==> config.mk <==
export PLATFORM = sky130hd
export DESIGN_NAME = id_pipe_stage
export DESIGN_NICKNAME = d
export VERILOG_FILES = /design/src/rtl/id_pipe_stage.sv
export SDC_FILE = /design/constraint.sdc
export NUM_CORES = 1
export LEC_CHECK = 0
export BUFFER_PORTS_ARGS = -buffer_cell sky130_fd_sc_hd__buf_2
export CAP_MARGIN = 10
export CORE_AREA = 2 2 207 209
export CTS_CLUSTER_SIZE = 30
export DETAILED_ROUTE_END_ITERATION = 7
export DIE_AREA = 0 0 209 211
export PLACE_DENSITY = 0.79
export SLEW_MARGIN = 20
export SYNTH_ARGS = -nofsm -noshare
export SYNTH_HDL_FRONTEND = slang
export SYNTH_SLANG_ARGS = --single-unit
==> constraint.sdc <==
create_clock -name clk -period 5.2 [get_ports clk]
set_input_delay 0.52 -clock clk [delete_from_list [all_inputs] [get_ports clk]]
set_output_delay 0.52 -clock clk [all_outputs]
set_load 0.05 [all_outputs]
==> src/rtl/id_pipe_stage.sv <==
// id_pipe_stage: registered RISC-V instruction decode stage between IF and EX.
// Decodes one instruction per cycle into a valid/ready pipeline register.
// It also provides flush, a one-cycle bubble after a load leaves, a load-use
// hazard stall, and illegal-instruction flagging.
// XLEN=32 gives RV32I. XLEN=64 gives RV64I, including the *W word ops.
module id_pipe_stage #(
  parameter int XLEN  = 64,
  parameter int ALU_W = 10,
  parameter int BJ_W  = 8
) (
  input  logic             clk,
  input  logic             rst,
  input  logic             flush,
  input  logic             in_valid,
  output logic             in_ready,
  input  logic [31:0]      in_inst,
  input  logic [XLEN-1:0]  in_pc,
  output logic [4:0]       rs1_addr,
  output logic [4:0]       rs2_addr,
  input  logic [XLEN-1:0]  r_data1,
  input  logic [XLEN-1:0]  r_data2,
  output logic             out_valid,
  input  logic             out_ready,
  output logic [XLEN-1:0]  out_pc,
  output logic [XLEN-1:0]  out_op1,
  output logic [XLEN-1:0]  out_op2,
  output logic [XLEN-1:0]  out_jmp_imm,
  output logic [ALU_W-1:0] out_alu_info,
  output logic [BJ_W-1:0]  out_bj_info,
  output logic [4:0]       out_rd_addr,
  output logic             out_rd_w_ena,
  output logic             out_mem_to_reg,
  output logic             out_mem_w_ena,
  output logic [2:0]       out_mem_func3,
  output logic             out_is_word,
  output logic             out_illegal
);

  localparam bit IS64 = (XLEN == 64);

  // ALU one-hot bit positions
  localparam int ALU_ADD  = 0;
  localparam int ALU_SUB  = 1;
  localparam int ALU_SLT  = 2;
  localparam int ALU_SLTU = 3;
  localparam int ALU_XOR  = 4;
  localparam int ALU_OR   = 5;
  localparam int ALU_AND  = 6;
  localparam int ALU_SLL  = 7;
  localparam int ALU_SRL  = 8;
  localparam int ALU_SRA  = 9;

  // branch/jump one-hot bit positions
  localparam int BJ_BEQ  = 0;
  localparam int BJ_BNE  = 1;
  localparam int BJ_BLT  = 2;
  localparam int BJ_BGE  = 3;
  localparam int BJ_BLTU = 4;
  localparam int BJ_BGEU = 5;
  localparam int BJ_JALR = 6;
  localparam int BJ_JAL  = 7;

  localparam logic [6:0] OPC_LOAD   = 7'h03;
  localparam logic [6:0] OPC_FENCE  = 7'h0f;
  localparam logic [6:0] OPC_ARITHI = 7'h13;
  localparam logic [6:0] OPC_AUIPC  = 7'h17;
  localparam logic [6:0] OPC_ARIWI  = 7'h1b;
  localparam logic [6:0] OPC_STORE  = 7'h23;
  localparam logic [6:0] OPC_ARITH  = 7'h33;
  localparam logic [6:0] OPC_LUI    = 7'h37;
  localparam logic [6:0] OPC_ARIW   = 7'h3b;
  localparam logic [6:0] OPC_BRANCH = 7'h63;
  localparam logic [6:0] OPC_JALR   = 7'h67;
  localparam logic [6:0] OPC_JAL    = 7'h6f;
  localparam logic [6:0] OPC_SYS    = 7'h73;

  // Sign-extends a 32-bit value to XLEN; this works for both XLEN=32 and XLEN=64.
  function automatic logic [XLEN-1:0] sext32(input logic [31:0] v);
    logic [XLEN-1:0] r;
    r       = {XLEN{v[31]}};
    r[31:0] = v;
    return r;
  endfunction

  logic [6:0]      w_opc;
  logic [2:0]      w_f3;
  logic [6:0]      w_f7;
  logic [4:0]      w_rd;
  logic [XLEN-1:0] w_imm_i;
  logic [XLEN-1:0] w_imm_s;
  logic [XLEN-1:0] w_imm_b;
  logic [XLEN-1:0] w_imm_u;
  logic [XLEN-1:0] w_imm_j;
  logic [XLEN-1:0] w_jalr_sum;
  logic [XLEN-1:0] w_jalr_off;
  logic            w_sll_ok;
  logic            w_srx_ok;

  assign w_opc   = in_inst[6:0];
  assign w_f3    = in_inst[14:12];
  assign w_f7    = in_inst[31:25];
  assign w_rd    = in_inst[11:7];
  assign w_imm_i = sext32({{20{in_inst[31]}}, in_inst[31:20]});
  assign w_imm_s = sext32({{20{in_inst[31]}}, in_inst[31:25], in_inst[11:7]});
  assign w_imm_b = sext32({{19{in_inst[31]}}, in_inst[31], in_inst[7],
                           in_inst[30:25], in_inst[11:8], 1'b0});
  assign w_imm_u = sext32({in_inst[31:12], 12'b0});
  assign w_imm_j = sext32({{11{in_inst[31]}}, in_inst[31], in_inst[19:12],
                           in_inst[20], in_inst[30:21], 1'b0});

  // jalr offset: the aligned absolute target, rebased to pc
  assign w_jalr_sum = r_data1 + w_imm_i;
  assign w_jalr_off = {w_jalr_sum[XLEN-1:1], 1'b0} - in_pc;

  // Shift-immediate legality. On RV64 the shamt is 6 bits wide, so bit 25 is free.
  assign w_sll_ok = IS64 ? (in_inst[31:26] == 6'b000000) : (w_f7 == 7'h00);
  assign w_srx_ok = IS64 ? ((in_inst[31:26] == 6'b000000) || (in_inst[31:26] == 6'b010000))
                         : ((w_f7 == 7'h00) || (w_f7 == 7'h20));

  logic [XLEN-1:0]  w_op1;
  logic [XLEN-1:0]  w_op2;
  logic [XLEN-1:0]  w_jmp;
  logic [ALU_W-1:0] w_alu;
  logic [BJ_W-1:0]  w_bj;
  logic             w_m2r;
  logic             w_mw;
  logic [2:0]       w_mf3;
  logic             w_word;
  logic             w_ill;
  logic             w_use1;
  logic             w_use2;
  logic             w_has_rd;
  logic             w_rd_w;

  // Decode in_inst into next-state values for the pipeline register.
  always_comb begin
    w_op1    = '0;
    w_op2    = '0;
    w_jmp    = '0;
    w_alu    = '0;
    w_bj     = '0;
    w_m2r    = 1'b0;
    w_mw     = 1'b0;
    w_mf3    = 3'b000;
    w_word   = 1'b0;
    w_ill    = 1'b0;
    w_use1   = 1'b0;
    w_use2   = 1'b0;
    w_has_rd = 1'b0;
    case (w_opc)
      OPC_LOAD: begin
        w_use1         = 1'b1;
        w_has_rd       = 1'b1;
        w_op1          = r_data1;
        w_op2          = w_imm_i;
        w_alu[ALU_ADD] = 1'b1;
        w_m2r          = 1'b1;
        w_mf3          = w_f3;
        w_ill          = (w_f3 == 3'd7) || (!IS64 && ((w_f3 == 3'd3) || (w_f3 == 3'd6)));
      end
      OPC_FENCE: begin
        w_use1 = 1'b1;
        w_op1  = r_data1;
        w_ill  = (w_f3 > 3'd1);
      end
      OPC_ARITHI: begin
        w_use1   = 1'b1;
        w_has_rd = 1'b1;
        w_op1    = r_data1;
        w_op2    = w_imm_i;
        case (w_f3)
          3'd0: w_alu[ALU_ADD]  = 1'b1;
          3'd1: begin
            w_alu[ALU_SLL] = 1'b1;
            w_ill          = ~w_sll_ok;
          end
          3'd2: w_alu[ALU_SLT]  = 1'b1;
          3'd3: w_alu[ALU_SLTU] = 1'b1;
          3'd4: w_alu[ALU_XOR]  = 1'b1;
          3'd5: begin
            if (in_inst[30]) w_alu[ALU_SRA] = 1'b1;
            else             w_alu[ALU_SRL] = 1'b1;
            w_ill = ~w_srx_ok;
          end
          3'd6: w_alu[ALU_OR]   = 1'b1;
          default: w_alu[ALU_AND] = 1'b1;
        endcase
      end
      OPC_ARIWI: begin
        w_use1   = 1'b1;
        w_has_rd = 1'b1;
        w_word   = IS64;
        w_op1    = r_data1;
        w_op2    = w_imm_i;
        case (w_f3)
          3'd0: w_alu[ALU_ADD] = 1'b1;
          3'd1: begin
            w_alu[ALU_SLL] = 1'b1;
            w_ill          = (w_f7 != 7'h00);
          end
          3'd5: begin
            if (in_inst[30]) w_alu[ALU_SRA] = 1'b1;
            else             w_alu[ALU_SRL] = 1'b1;
            w_ill = (w_f7 != 7'h00) && (w_f7 != 7'h20);
          end
          default: w_ill = 1'b1;
        endcase
        if (!IS64) w_ill = 1'b1;
      end
      OPC_AUIPC: begin
        w_has_rd       = 1'b1;
        w_op1          = in_pc;
        w_op2          = w_imm_u;
        w_alu[ALU_ADD] = 1'b1;
      end
      OPC_LUI: begin
        w_has_rd       = 1'b1;
        w_op2          = w_imm_u;
        w_alu[ALU_ADD] = 1'b1;
      end
      OPC_STORE: begin
        w_use1         = 1'b1;
        w_use2         = 1'b1;
        w_op1          = r_data1;
        w_op2          = w_imm_s;
        w_alu[ALU_ADD] = 1'b1;
        w_mw           = 1'b1;
        w_mf3          = w_f3;
        w_ill          = (w_f3 > 3'd3) || (!IS64 && (w_f3 == 3'd3));
      end
      OPC_ARITH: begin
        w_use1   = 1'b1;
        w_use2   = 1'b1;
        w_has_rd = 1'b1;
        w_op1    = r_data1;
        w_op2    = r_data2;
        if (w_f7 == 7'h00) begin
          case (w_f3)
            3'd0: w_alu[ALU_ADD]  = 1'b1;
            3'd1: w_alu[ALU_SLL]  = 1'b1;
            3'd2: w_alu[ALU_SLT]  = 1'b1;
            3'd3: w_alu[ALU_SLTU] = 1'b1;
            3'd4: w_alu[ALU_XOR]  = 1'b1;
            3'd5: w_alu[ALU_SRL]  = 1'b1;
            3'd6: w_alu[ALU_OR]   = 1'b1;
            default: w_alu[ALU_AND] = 1'b1;
          endcase
        end else if ((w_f7 == 7'h20) && (w_f3 == 3'd0)) begin
          w_alu[ALU_SUB] = 1'b1;
        end else if ((w_f7 == 7'h20) && (w_f3 == 3'd5)) begin
          w_alu[ALU_SRA] = 1'b1;
        end else begin
          w_ill = 1'b1;
        end
      end
      OPC_ARIW: begin
        w_use1   = 1'b1;
        w_use2   = 1'b1;
        w_has_rd = 1'b1;
        w_word   = IS64;
        w_op1    = r_data1;
        w_op2    = r_data2;
        if      ((w_f7 == 7'h00) && (w_f3 == 3'd0)) w_alu[ALU_ADD] = 1'b1;
        else if ((w_f7 == 7'h00) && (w_f3 == 3'd1)) w_alu[ALU_SLL] = 1'b1;
        else if ((w_f7 == 7'h00) && (w_f3 == 3'd5)) w_alu[ALU_SRL] = 1'b1;
        else if ((w_f7 == 7'h20) && (w_f3 == 3'd0)) w_alu[ALU_SUB] = 1'b1;
        else if ((w_f7 == 7'h20) && (w_f3 == 3'd5)) w_alu[ALU_SRA] = 1'b1;
        else                                        w_ill          = 1'b1;
        if (!IS64) w_ill = 1'b1;
      end
      OPC_BRANCH: begin
        w_use1 = 1'b1;
        w_use2 = 1'b1;
        w_op1  = r_data1;
        w_op2  = r_data2;
        w_jmp  = w_imm_b;
        case (w_f3)
          3'd0: w_bj[BJ_BEQ]  = 1'b1;
          3'd1: w_bj[BJ_BNE]  = 1'b1;
          3'd4: w_bj[BJ_BLT]  = 1'b1;
          3'd5: w_bj[BJ_BGE]  = 1'b1;
          3'd6: w_bj[BJ_BLTU] = 1'b1;
          3'd7: w_bj[BJ_BGEU] = 1'b1;
          default: w_ill = 1'b1;
        endcase
      end
      OPC_JALR: begin
        w_use1         = 1'b1;
        w_has_rd       = 1'b1;
        w_op1          = in_pc;
        w_op2          = XLEN'(4);
        w_jmp          = w_jalr_off;
        w_alu[ALU_ADD] = 1'b1;
        w_bj[BJ_JALR]  = 1'b1;
        w_ill          = (w_f3 != 3'd0);
      end
      OPC_JAL: begin
        w_has_rd       = 1'b1;
        w_op1          = in_pc;
        w_op2          = XLEN'(4);
        w_jmp          = w_imm_j;
        w_alu[ALU_ADD] = 1'b1;
        w_bj[BJ_JAL]   = 1'b1;
      end
      OPC_SYS: begin
        w_op1 = r_data1;
        // The csr immediate forms (func3 5..7) reuse the rs1 field as zimm.
        w_use1   = (w_f3 == 3'd1) || (w_f3 == 3'd2) || (w_f3 == 3'd3);
        w_has_rd = (w_f3 != 3'd0) && (w_f3 != 3'd4);
        w_ill    = (w_f3 == 3'd4);
      end
      default: w_ill = 1'b1;
    endcase
    // An illegal instruction still flows down the pipe, but it must cause no side effects.
    if (w_ill) begin
      w_alu  = '0;
      w_bj   = '0;
      w_m2r  = 1'b0;
      w_mw   = 1'b0;
      w_word = 1'b0;
    end
  end

  assign w_rd_w   = w_has_rd & (w_rd != 5'd0) & ~w_ill;
  assign rs1_addr = w_use1 ? in_inst[19:15] : 5'd0;
  assign rs2_addr = w_use2 ? in_inst[24:20] : 5'd0;

  logic             r_valid;
  logic             r_bubble;
  logic [XLEN-1:0]  r_pc;
  logic [XLEN-1:0]  r_op1;
  logic [XLEN-1:0]  r_op2;
  logic [XLEN-1:0]  r_jmp;
  logic [ALU_W-1:0] r_alu;
  logic [BJ_W-1:0]  r_bj;
  logic [4:0]       r_rd;
  logic             r_rd_w;
  logic             r_m2r;
  logic             r_mw;
  logic [2:0]       r_mf3;
  logic             r_word;
  logic             r_ill;
  logic             w_hazard;
  logic             w_accept;

  // An unused rs reads as x0. r_rd_w already implies rd != 0, so x0 never hazards.
  assign w_hazard = r_valid & r_m2r & r_rd_w &
                    ((rs1_addr == r_rd) | (rs2_addr == r_rd));
  assign in_ready = rst & ~flush & ~r_bubble & ~w_hazard & (~r_valid | out_ready);
  assign w_accept = in_valid & in_ready;

  // Pipeline register: reset, flush, accept-and-load, or drain.
  always_ff @(posedge clk) begin
    if (!rst) begin
      r_valid  <= 1'b0;
      r_bubble <= 1'b0;
      r_pc     <= '0;
      r_op1    <= '0;
      r_op2    <= '0;
      r_jmp    <= '0;
      r_alu    <= '0;
      r_bj     <= '0;
      r_rd     <= 5'd0;
      r_rd_w   <= 1'b0;
      r_m2r    <= 1'b0;
      r_mw     <= 1'b0;
      r_mf3    <= 3'b000;
      r_word   <= 1'b0;
      r_ill    <= 1'b0;
    end else if (flush) begin
      r_valid  <= 1'b0;
      r_bubble <= 1'b0;
    end else begin
      r_bubble <= r_valid & out_ready & r_m2r & r_rd_w;
      if (w_accept) begin
        r_valid <= 1'b1;
        r_pc    <= in_pc;
        r_op1   <= w_op1;
        r_op2   <= w_op2;
        r_jmp   <= w_jmp;
        r_alu   <= w_alu;
        r_bj    <= w_bj;
        r_rd    <= w_has_rd ? w_rd : 5'd0;
        r_rd_w  <= w_rd_w;
        r_m2r   <= w_m2r;
        r_mw    <= w_mw;
        r_mf3   <= w_mf3;
        r_word  <= w_word;
        r_ill   <= w_ill;
      end else if (out_ready) begin
        r_valid <= 1'b0;
      end
    end
  end

  assign out_valid      = r_valid;
  assign out_pc         = r_pc;
  assign out_op1        = r_op1;
  assign out_op2        = r_op2;
  assign out_jmp_imm    = r_jmp;
  assign out_alu_info   = r_alu;
  assign out_bj_info    = r_bj;
  assign out_rd_addr    = r_rd;
  assign out_rd_w_ena   = r_rd_w;
  assign out_mem_to_reg = r_m2r;
  assign out_mem_w_ena  = r_mw;
  assign out_mem_func3  = r_mf3;
  assign out_is_word    = r_word;
  assign out_illegal    = r_ill;

endmodule

==> impl_metrics.json <==
{
  "htree_levels": 2,
  "grt_pass1_vias": 21695,
  "cts_sinks": 289,
  "synth_edf_count": 0,
  "drtAntennaViolNets": 0,
  "postSynthAreaPerCell_um2": 7.44,
  "cap_violations": 0,
  "maxSlewHeadroom_pct": 22.6,
  "syn_area_mm2": 0.0190,
  "min_period_ps": 5140,
  "synth_cell_types": 84,
  "final_hold_viol_count": 0,
  "first_pass_iters": 6,
  "yosysWarnings": 0,
  "numCtsBuffers": 34,
  "wl_per_cell_um": 20.9,
  "finClkSkew_ps": 18.2,
  "die_w_um": 209,
  "synth_top_area_share_pct": 30.4,
  "place_congestion": 0.973,
  "synthArstFlopShare_pct": 0,
  "first_iter_violations": 2259,
  "max_freq_mhz": 195,
  "status": "finished clean",
  "design_area_mm2": 0.0254,
  "ys_seq_area_share_pct": 30.4,
  "num_rows": 75,
  "syn_inst": 2560,
  "dp_hpwl_mm": 62.0,
  "yosys.area.top_type": "dfxtp_1",
  "overflow": 0,
  "clk_pin_slew_worst_paths_ps": 70,
  "worst_pin_slew_ps": 1160,
  "vias": 22812,
  "cp.required_ps": 5600,
  "synth_flop_cell": "dfxtp_1",
  "grt_first_pass_wirelength_mm": 121,
  "crit_fanout": 4,
  "n_fill_cell": 3873,
  "hold_class": "primary input to register",
  "drv_slew": 0,
  "ys_seq_elements": 289,
  "holdWs_ps": 208,
  "leakagePower_nw": 11.9,
  "clockBufferDepth": 3,
  "die_y_um": 211,
  "routed_wl_mm": 80.2,
  "power_density_mw_per_mm2": 323,
  "cts_tree": "built",
  "die-area_mm2": 0.0441,
  "clk_latency_ps": 560,
  "crit_path_end_kind": "register",
  "yosys-top-cells-area": "dfxtp_1 (30%), a21oi_1 (8.9%), ha_1 (8.1%)",
  "vias_per_cell": 5.94,
  "finalPower_mw": 8.19,
  "setup_viol": 0,
  "port_buffers": 527,
  "cts_hold_buf": 0,
  "grt_max_degree": 226,
  "ctsRootBufferMaster": "clkbuf_16",
  "placed_cell_area_mm2": 0.0240,
  "synth_nets": 2915,
  "utilization_pct": 60.8,
  "nets": 3623,
  "start_kind": "primary input",
  "yosysMostFrequentCell": "a21oi_1",
  "antenna_found_initial": 11,
  "period_share_pct": 98.9,
  "coreArea_mm2": 0.0418,
  "drc": 0,
  "path_class": "primary input to register",
  "initial_core_util_pct": 45.6,
  "cp_data_arrival_time_ps": 5540,
  "areaGrowthSynthToFinish_pct": 33.4,
  "ios": 528,
  "ir_drop_uv": 206,
  "drive_gt1_share_pct": 29.2,
  "synth_common_cells": "a21oi_1 (339), nand2_1 (314), dfxtp_1 (289)",
  "globalRouteTotalUtil_pct": 34.7
}
per-layer routing:
| layer | vias to the layer above | routed length, um | track usage, % |
|---|---|---|---|
| met3 | 261 | 6750 | 7.12 |
| li1 | 10655 | - | - |
| met1 | 10733 | 32000 | 42.9 |
| met4 | 6 | 5280 | 20.6 |
| met2 | 1157 | 36100 | 55.9 |
| met5 | - | 29 | 0 |
worst max-delay path: stages:
cell and delay (ps):
buf_2 110, ha_1 300, nor2b_1 150, o31a_1 390, o31a_1 360, o211ai_1 360, a21oi_2 110, nor3b_2 200
o21ai_2 120, buf_4 140, xor2_1 130, ha_1 300, a21o_1 220, a21oi_1 270, buf_4 170, o21bai_2 90
a22oi_1 230, a211oi_2 140, nor4_1 200, o211ai_1 240, a311oi_2 340, o211ai_1 190, mux2i_1 170, a21oi_1 80
through the flow:
stage	setup WS [ps]	setup TNS, ps	instances
CTS	39.0	0	3827
global route	-46.1	-118	3839
finish	59.4	0	3840
floorplan	4.31	0	2560
global placement	-483	-4600	3766
detailed placement	-534	-5920	3766
final timing paths:
path                                                   from  cells after the start                            to  slack [ps]
worst max-delay path                            in_inst[22]                     24  out_jmp_imm[55]$_SDFFE_PN0P_          60
worst min-delay path                            r_data2[49]                      3      out_op2[49]$_SDFFE_PN0P_         210
worst max register to register  out_rd_addr[3]$_SDFFE_PN0P_                     11       out_op2[6]$_SDFFE_PN0P_        2030
worst min register to register      out_pc[13]$_SDFFE_PN0P_                      2       out_pc[13]$_SDFFE_PN0P_         450
final cells by class:
cell class                 count  area [um2]  area share [%]
multi-input combinational   1996       12300            48.4
sequential                   289        5790            22.8
timing repair buffer         847        5070            20.0
clock buffer                  44         940            3.70
tap                          539         674            2.66
inverter                     100         380            1.50
clock inverter                17         228           0.897
antenna                        8        20.0          0.0788
layout by cell type, fill, tap and decap left out, types with 52 or more instances in the layout:
cell type	instances
nand2_1	314
nor3_1	114
buf_4	318
a21o_1	58
xor2_1	52
inv_1	99
ha_1	123
buf_2	526
nor2_1	212
a21oi_1	336
dfxtp_1	289
o21ai_0	187
xnor2_1	71
a221oi_1	82
kinds of logic after synthesis:
group / Yosys count / synth area share, %
AO/OA/AOI/OAI: 887 / 29.1
XOR/XNOR: 123 / 5.66
adder cells (fa/ha/maj): 126 / 8.36
buffers and inverters: 275 / 5.87
flip-flops: 289 / 30.4
multiplexers: 3 / 0.171
AND/OR/NAND/NOR: 857 / 20.4
where the power goes:
group / switching [mW] / total, mW / leakage (nW) / internal (mW)
Combinational: 1.94 / 3.31 / 8.99 / 1.37
Sequential: 0.0482 / 2.35 / 2.35 / 2.30
Clock: 1.04 / 2.53 / 0.568 / 1.49
Total: 3.03 / 8.19 / 11.9 / 5.17
what timing repair did:
| action | 4_1_cts | 5_1_grt |
|---|---|---|
| setup buffers | 0 | 5 |
| resized for setup | 0 | 28 |
| endpoints found under the setup margin | 0 | 19 |
Note: power is estimated with default switching activity, not from simulation.
